--- src/rtl/mem_stage.sv ---
// mem_stage: data-memory access stage holding the MEM/WB register; drives a req/ack word bus
// with a bounded wait and stalls upstream stages while an access is pending.
module mem_stage #(
  parameter int TIMEOUT = 15
) (
  input  logic        clk,
  input  logic        rst_n,
  input  logic [1:0]  WB,
  input  logic [2:0]  M,
  input  logic [31:0] ALURes,
  input  logic [31:0] DataIn,
  input  logic [4:0]  RdRt,
  output logic        mem_req,
  output logic        mem_we,
  output logic [29:0] mem_addr,
  output logic [31:0] mem_wdata,
  input  logic [31:0] mem_rdata,
  input  logic        mem_ack,
  output logic        stall,
  output logic [1:0]  WBReg,
  output logic [31:0] MemDataReg,
  output logic [31:0] ALUReg,
  output logic [4:0]  RdRtReg,
  output logic        misalign,
  output logic        bus_err
);
  localparam int CW = TIMEOUT > 1 ? $clog2(TIMEOUT) : 1;
  typedef enum logic {IDLE, BUS} state_t;
  state_t state, state_n;
  logic [CW-1:0] cnt;
  logic [1:0] lwb;
  logic [31:0] lalu;
  logic [4:0] lrd;
  logic memop, aligned, start, last, unused_branch;
  assign unused_branch = M[0];
  assign mem_req = state == BUS;
  always_comb begin
    memop = M[2] | M[1];
    aligned = ALURes[1:0] == 2'b00;
    start = state == IDLE && memop && aligned;
    last = cnt == CW'(TIMEOUT - 1);
    stall = start | (state == BUS && !mem_ack && !last);
    state_n = state == IDLE ? (start ? BUS : IDLE) : ((mem_ack || last) ? IDLE : BUS);
  end
  always_ff @(posedge clk or negedge rst_n)
    if (!rst_n) state <= IDLE;
    else state <= state_n;
  always_ff @(posedge clk or negedge rst_n) begin
    if (!rst_n) begin
      cnt <= '0;
      {mem_we, mem_addr, mem_wdata, lwb, lalu, lrd} <= '0;
      {WBReg, MemDataReg, ALUReg, RdRtReg, misalign, bus_err} <= '0;
    end else begin
      misalign <= state == IDLE && memop && !aligned;
      bus_err <= state == BUS && !mem_ack && last;
      if (state == IDLE) begin
        cnt <= '0;
        if (start) begin
          {mem_we, mem_addr, mem_wdata} <= {M[1], ALURes[31:2], DataIn};
          {lwb, lalu, lrd} <= {WB, ALURes, RdRt};
          {WBReg, MemDataReg, ALUReg, RdRtReg} <= '0;
        end else begin
          // misaligned memory ops reach MEM/WB with their write-back disabled
          WBReg <= memop ? 2'b00 : WB;
          MemDataReg <= '0;
          ALUReg <= ALURes;
          RdRtReg <= RdRt;
        end
      end else if (mem_ack || last) begin
        WBReg <= mem_ack ? lwb : 2'b00;
        MemDataReg <= (mem_ack && !mem_we) ? mem_rdata : '0;
        ALUReg <= lalu;
        RdRtReg <= lrd;
      end else begin
        {WBReg, MemDataReg, ALUReg, RdRtReg} <= '0;
        cnt <= cnt + 1'b1;
      end
    end
  end
endmodule

--- config.mk ---
export PLATFORM = sky130hd
export DESIGN_NAME = mem_stage
export DESIGN_NICKNAME = d
export VERILOG_FILES = /design/src/rtl/mem_stage.sv
export SDC_FILE = /design/constraint.sdc
export NUM_CORES = 1
export LEC_CHECK = 0
export ABC_AREA = 1
export CORE_ASPECT_RATIO = 0.8
export CORE_MARGIN = 3
export CORE_UTILIZATION = 43
export DETAILED_ROUTE_END_ITERATION = 10
export MAX_ROUTING_LAYER = met4
export PLACE_DENSITY = 0.8
export SLEW_MARGIN = 25
export SYNTH_ARGS = -nofsm -noshare
export SYNTH_HDL_FRONTEND = slang
export SYNTH_SLANG_ARGS = --single-unit
--- constraint.sdc ---
create_clock -name clk -period 1.76 [get_ports clk]
set_clock_uncertainty 0.05 [all_clocks]
set_input_delay 0.352 -clock clk [delete_from_list [all_inputs] [get_ports clk]]
set_output_delay 0.352 -clock clk [all_outputs]
set_load 0.01 [all_outputs]
==> results.md <==
### Outcome
- complete, but fails checks — outcome
- setup timing — violated checks

### Synth
- 754 — syn_nets
- 150 — number of storage elements in the synthesis netlist
- 9.55 sq um — average cell area after synthesis
- nand2_1 (159), dfrtp_1 (150), inv_1 (110) — Commonest cells post-synth
- 0.00614 sq mm — Syn Std Cell Area
- 643 — synthesized netlist cell count
- 100% — Synth async-reset ratio
- nand2_1 — most frequently used cell type in the post-synthesis netlist
- 61.1% — proportion of netlist area held by the largest area contributor
- 0 — number of flops mapped to enable cells by yosys
- dfrtp_1 — dominant cell type by area after synthesis
- dfrtp_1 — dominant register cell in the synthesized netlist
- 61.1% — sequential cell area fraction in the yosys report
- dfrtp_1 (61%), nand2_1 (9.7%), inv_1 (6.7%) — top cells by area, synth
- 0 — number of synthesis warnings
- 24 — post-synth cell types

### Power and ir drop
- 916 uV — VDD IR-drop max
- 10.1 mW — total power
- 1080 mW/mm^2 — power density relative to cell area
- 5.17 nW — cell leakage power

### Setup path
- 5 — Crit path depth
- 1.36 ns — required time worst endpoint
- cnt[1]$_DFFE_PN0P_ — critical path launch point
- 0.15 ns — Worst R2R Setup Slack
- ha_4 -> nand3_4 -> nand2_2 -> o21ai_1 -> buf_2 — Cell Chain, Critical Path
- 2 — critical path fanouts, max
- 0.41 ns — slowest cell delay on critical path
- 11 — worst-case reg-to-reg path depth
- dfrtp_1 — Critical-path top delay cell
- cnt[0]$_DFFE_PN0P_ — start of the worst register-to-register path
- reg -> out — CP Class
- 1.38 ns — crit path DAT
- 1 — Buffers & Inverters on Critical Path
- flip-flops — gate family responsible for the most delay along the worst path
- ALUReg[5]$_DFF_PN0_ — end of the worst register-to-register path
- stall — last element of the critical path
- flip-flop — startpoint class of the critical path
- primary output — Setup crit end kind

### Place
- 0.00861 sq mm — cell area after placement
- 245 — count of buffers inserted at the top-level ports
- 0.766 — final weighted congestion in routability-driven placement
- 10200 um — half-perimeter wire length after placement
- -0.365 ns — DP Worst Slack

### Timing
- -0.0211 ns — final total negative setup slack
- 561 MHz — fmax
- 1.78 ns — fin crit period
- true — unrepaired setup endpoints after global routing
- 1 — final number of setup-violating endpoints
- 72.6% — tightest slew margin relative to the limit
- 0 — number of max-slew violations in the final report
- -0.0211 ns — worst setup margin
- 101% — share of the clock period used by the worst path after layout
- 0.411 ns — transition at the pin with the smallest max-transition slack
- 0 — final hold violations
- 0.368 ns — WHS

### Clocking
- 150 — clock sink total
- 17 — total clock buffers created by CTS
- 0.06 ns — clock-pin slew of the registers on the worst-case setup and hold paths
- clkbuf_16 — Root Driver
- 4 — number of levels in the clock H-tree
- built — clock tree from TritonCTS
- 0.41 ns — clock insertion delay at the later pin of the skew report
- 2 — buffer depth of the longest clock path

### Flow run
- 0 — Max-cap violations

### Route
- 4.53 — vias per cell
- met4 — topmost layer with routed signal wires
- 4840 — via count
- 6960 um — met2 wirelength from detailed routing
- 5 — number of iterations in the first detailed-routing pass
- 0 — ANT nets after route
- 14700 um — wire length reported by the detailed router
- 6100 um — Metal-1 WL
- 0 — number of remaining DRC errors
- 158 — drt first-iter violations
- 1340 um — detailed-routed wire length on met3
- 13.7 um — routed wire length per instance

### Global route
- 4826 — via count of the first global-routing pass
- 0 — total congestion overflow after global routing
- 19.7% — total routing resource utilization after global routing
- 23900 um — first-pass GRT wire length
- 100 — maximum number of pins on one net before global-route repair
- 0 — number of antenna violations at the first check in global routing

### Floorplanning
- 0.0158 sq mm — Die Area
- 247 — Top Ports
- 0.0137 sq mm — Core Region
- 38 — row count
- 113 um — Die Ht
- 140 um — Die W
- 44.7% — starting utilization of the core area

### Cells and area
- 0.00935 sq mm — Layout Cell Area excl Fill
- 988 — count of nets after finishing
- 52.2% — synthesis-to-finish area growth
- 0 — Antenna Diode Count
- 10.5% — fraction of layout instances using a drive strength above 1

### Min path
- in -> async — class of the worst hold path

where the power goes:
part / switching [mW] / internal (mW) / total [mW]
clock network: 1.41 / 2.44 / 3.85
registers: 0.260 / 3.93 / 4.19
logic: 0.967 / 1.13 / 2.09
logic make-up after synthesis:
logic type / after synthesis / share of synthesized area (%)
simple gates: 241 / 16.4
buf+inv: 174 / 15.1
flops: 150 / 61.1
compound gates: 75 / 6.81
fa+ha+maj: 2 / 0.407
xor+xnor: 1 / 0.143
flip-flops by register name, summed over array words and instances (netlist names), 2 cells and up:
signal,flops
ALUReg,32
MemDataReg,32
RdRtReg,5
WBReg,2
cnt,4
lalu,2
lrd,5
lwb,2
mem_addr,30
mem_wdata,32
routing by layer:
layer	vias up	global-route usage, %
li1	2376	-
met1	2248	24.4
met2	194	30.6
met3	22	6.80
met4	0	7.04
met5	-	-
through the flow:
stage,util (%),cells
finish,68.0,1069
global route,68.0,1069
CTS,67.1,1066
detailed placement,62.6,1033
global placement,62.6,1033
floorplan,-,643
worst min path at each step:
stage,from,end
final,rst_n,mem_addr[14]$_DFFE_PN0P_
after global routing,mem_rdata[15],MemDataReg[15]$_DFF_PN0_
after CTS,rst_n,ALUReg[16]$_DFF_PN0_
after detailed placement,rst_n,ALUReg[16]$_DFF_PN0_
after global placement,rst_n,ALUReg[16]$_DFF_PN0_
after floorplan,rst_n,ALUReg[0]$_DFF_PN0_
layout by cell type, fill, tap and decap left out, drive strengths merged:
cell / instances
nor3: 2
nand2: 161
dfrtp: 150
nand4: 2
buf: 33
clkbuf: 19
dlymetal6s2s: 33
ha: 2
clkdlybuf4s50: 183
nor2: 35
xor2: 1
dlygate4sd3: 1
clkinv: 5
o21ai: 73
bufinv: 4
nand3: 40
clkinvlp: 2
dlygate4sd2: 27
o31ai: 2
or2: 1
inv: 113
worst reg2reg max path, cell delays in order, from the launching register on:
cell and delay [ns]:
dfrtp_1 0.38, inv_2 0.09, ha_4 0.15, nand3_4 0.07, nand2_2 0.08, buf_4 0.11
buf_4 0.10, nand2_1 0.07, inv_2 0.14, buf_4 0.19, nand2_1 0.07, nand2_1 0.05
cell type report:
type / instances / area (sq um)
well taps: 180 / 225
multi-input cells: 319 / 1490
repair buffers: 277 / 2830
fillers: 1056 / 4390
clock inverters: 12 / 176
flip-flops and latches: 150 / 3750
inverters: 112 / 423
clock buffers: 19 / 453
what timing repair did:
action,in CTS,in global routing
setup buffers,1,3
gates resized for setup,36,35
hold endpoints to repair,35,0
endpoints found under the setup margin,28,34
hold buffers,1,0
pin swaps,0,2
No activity file was read; power rests on OpenSTA's default activity.
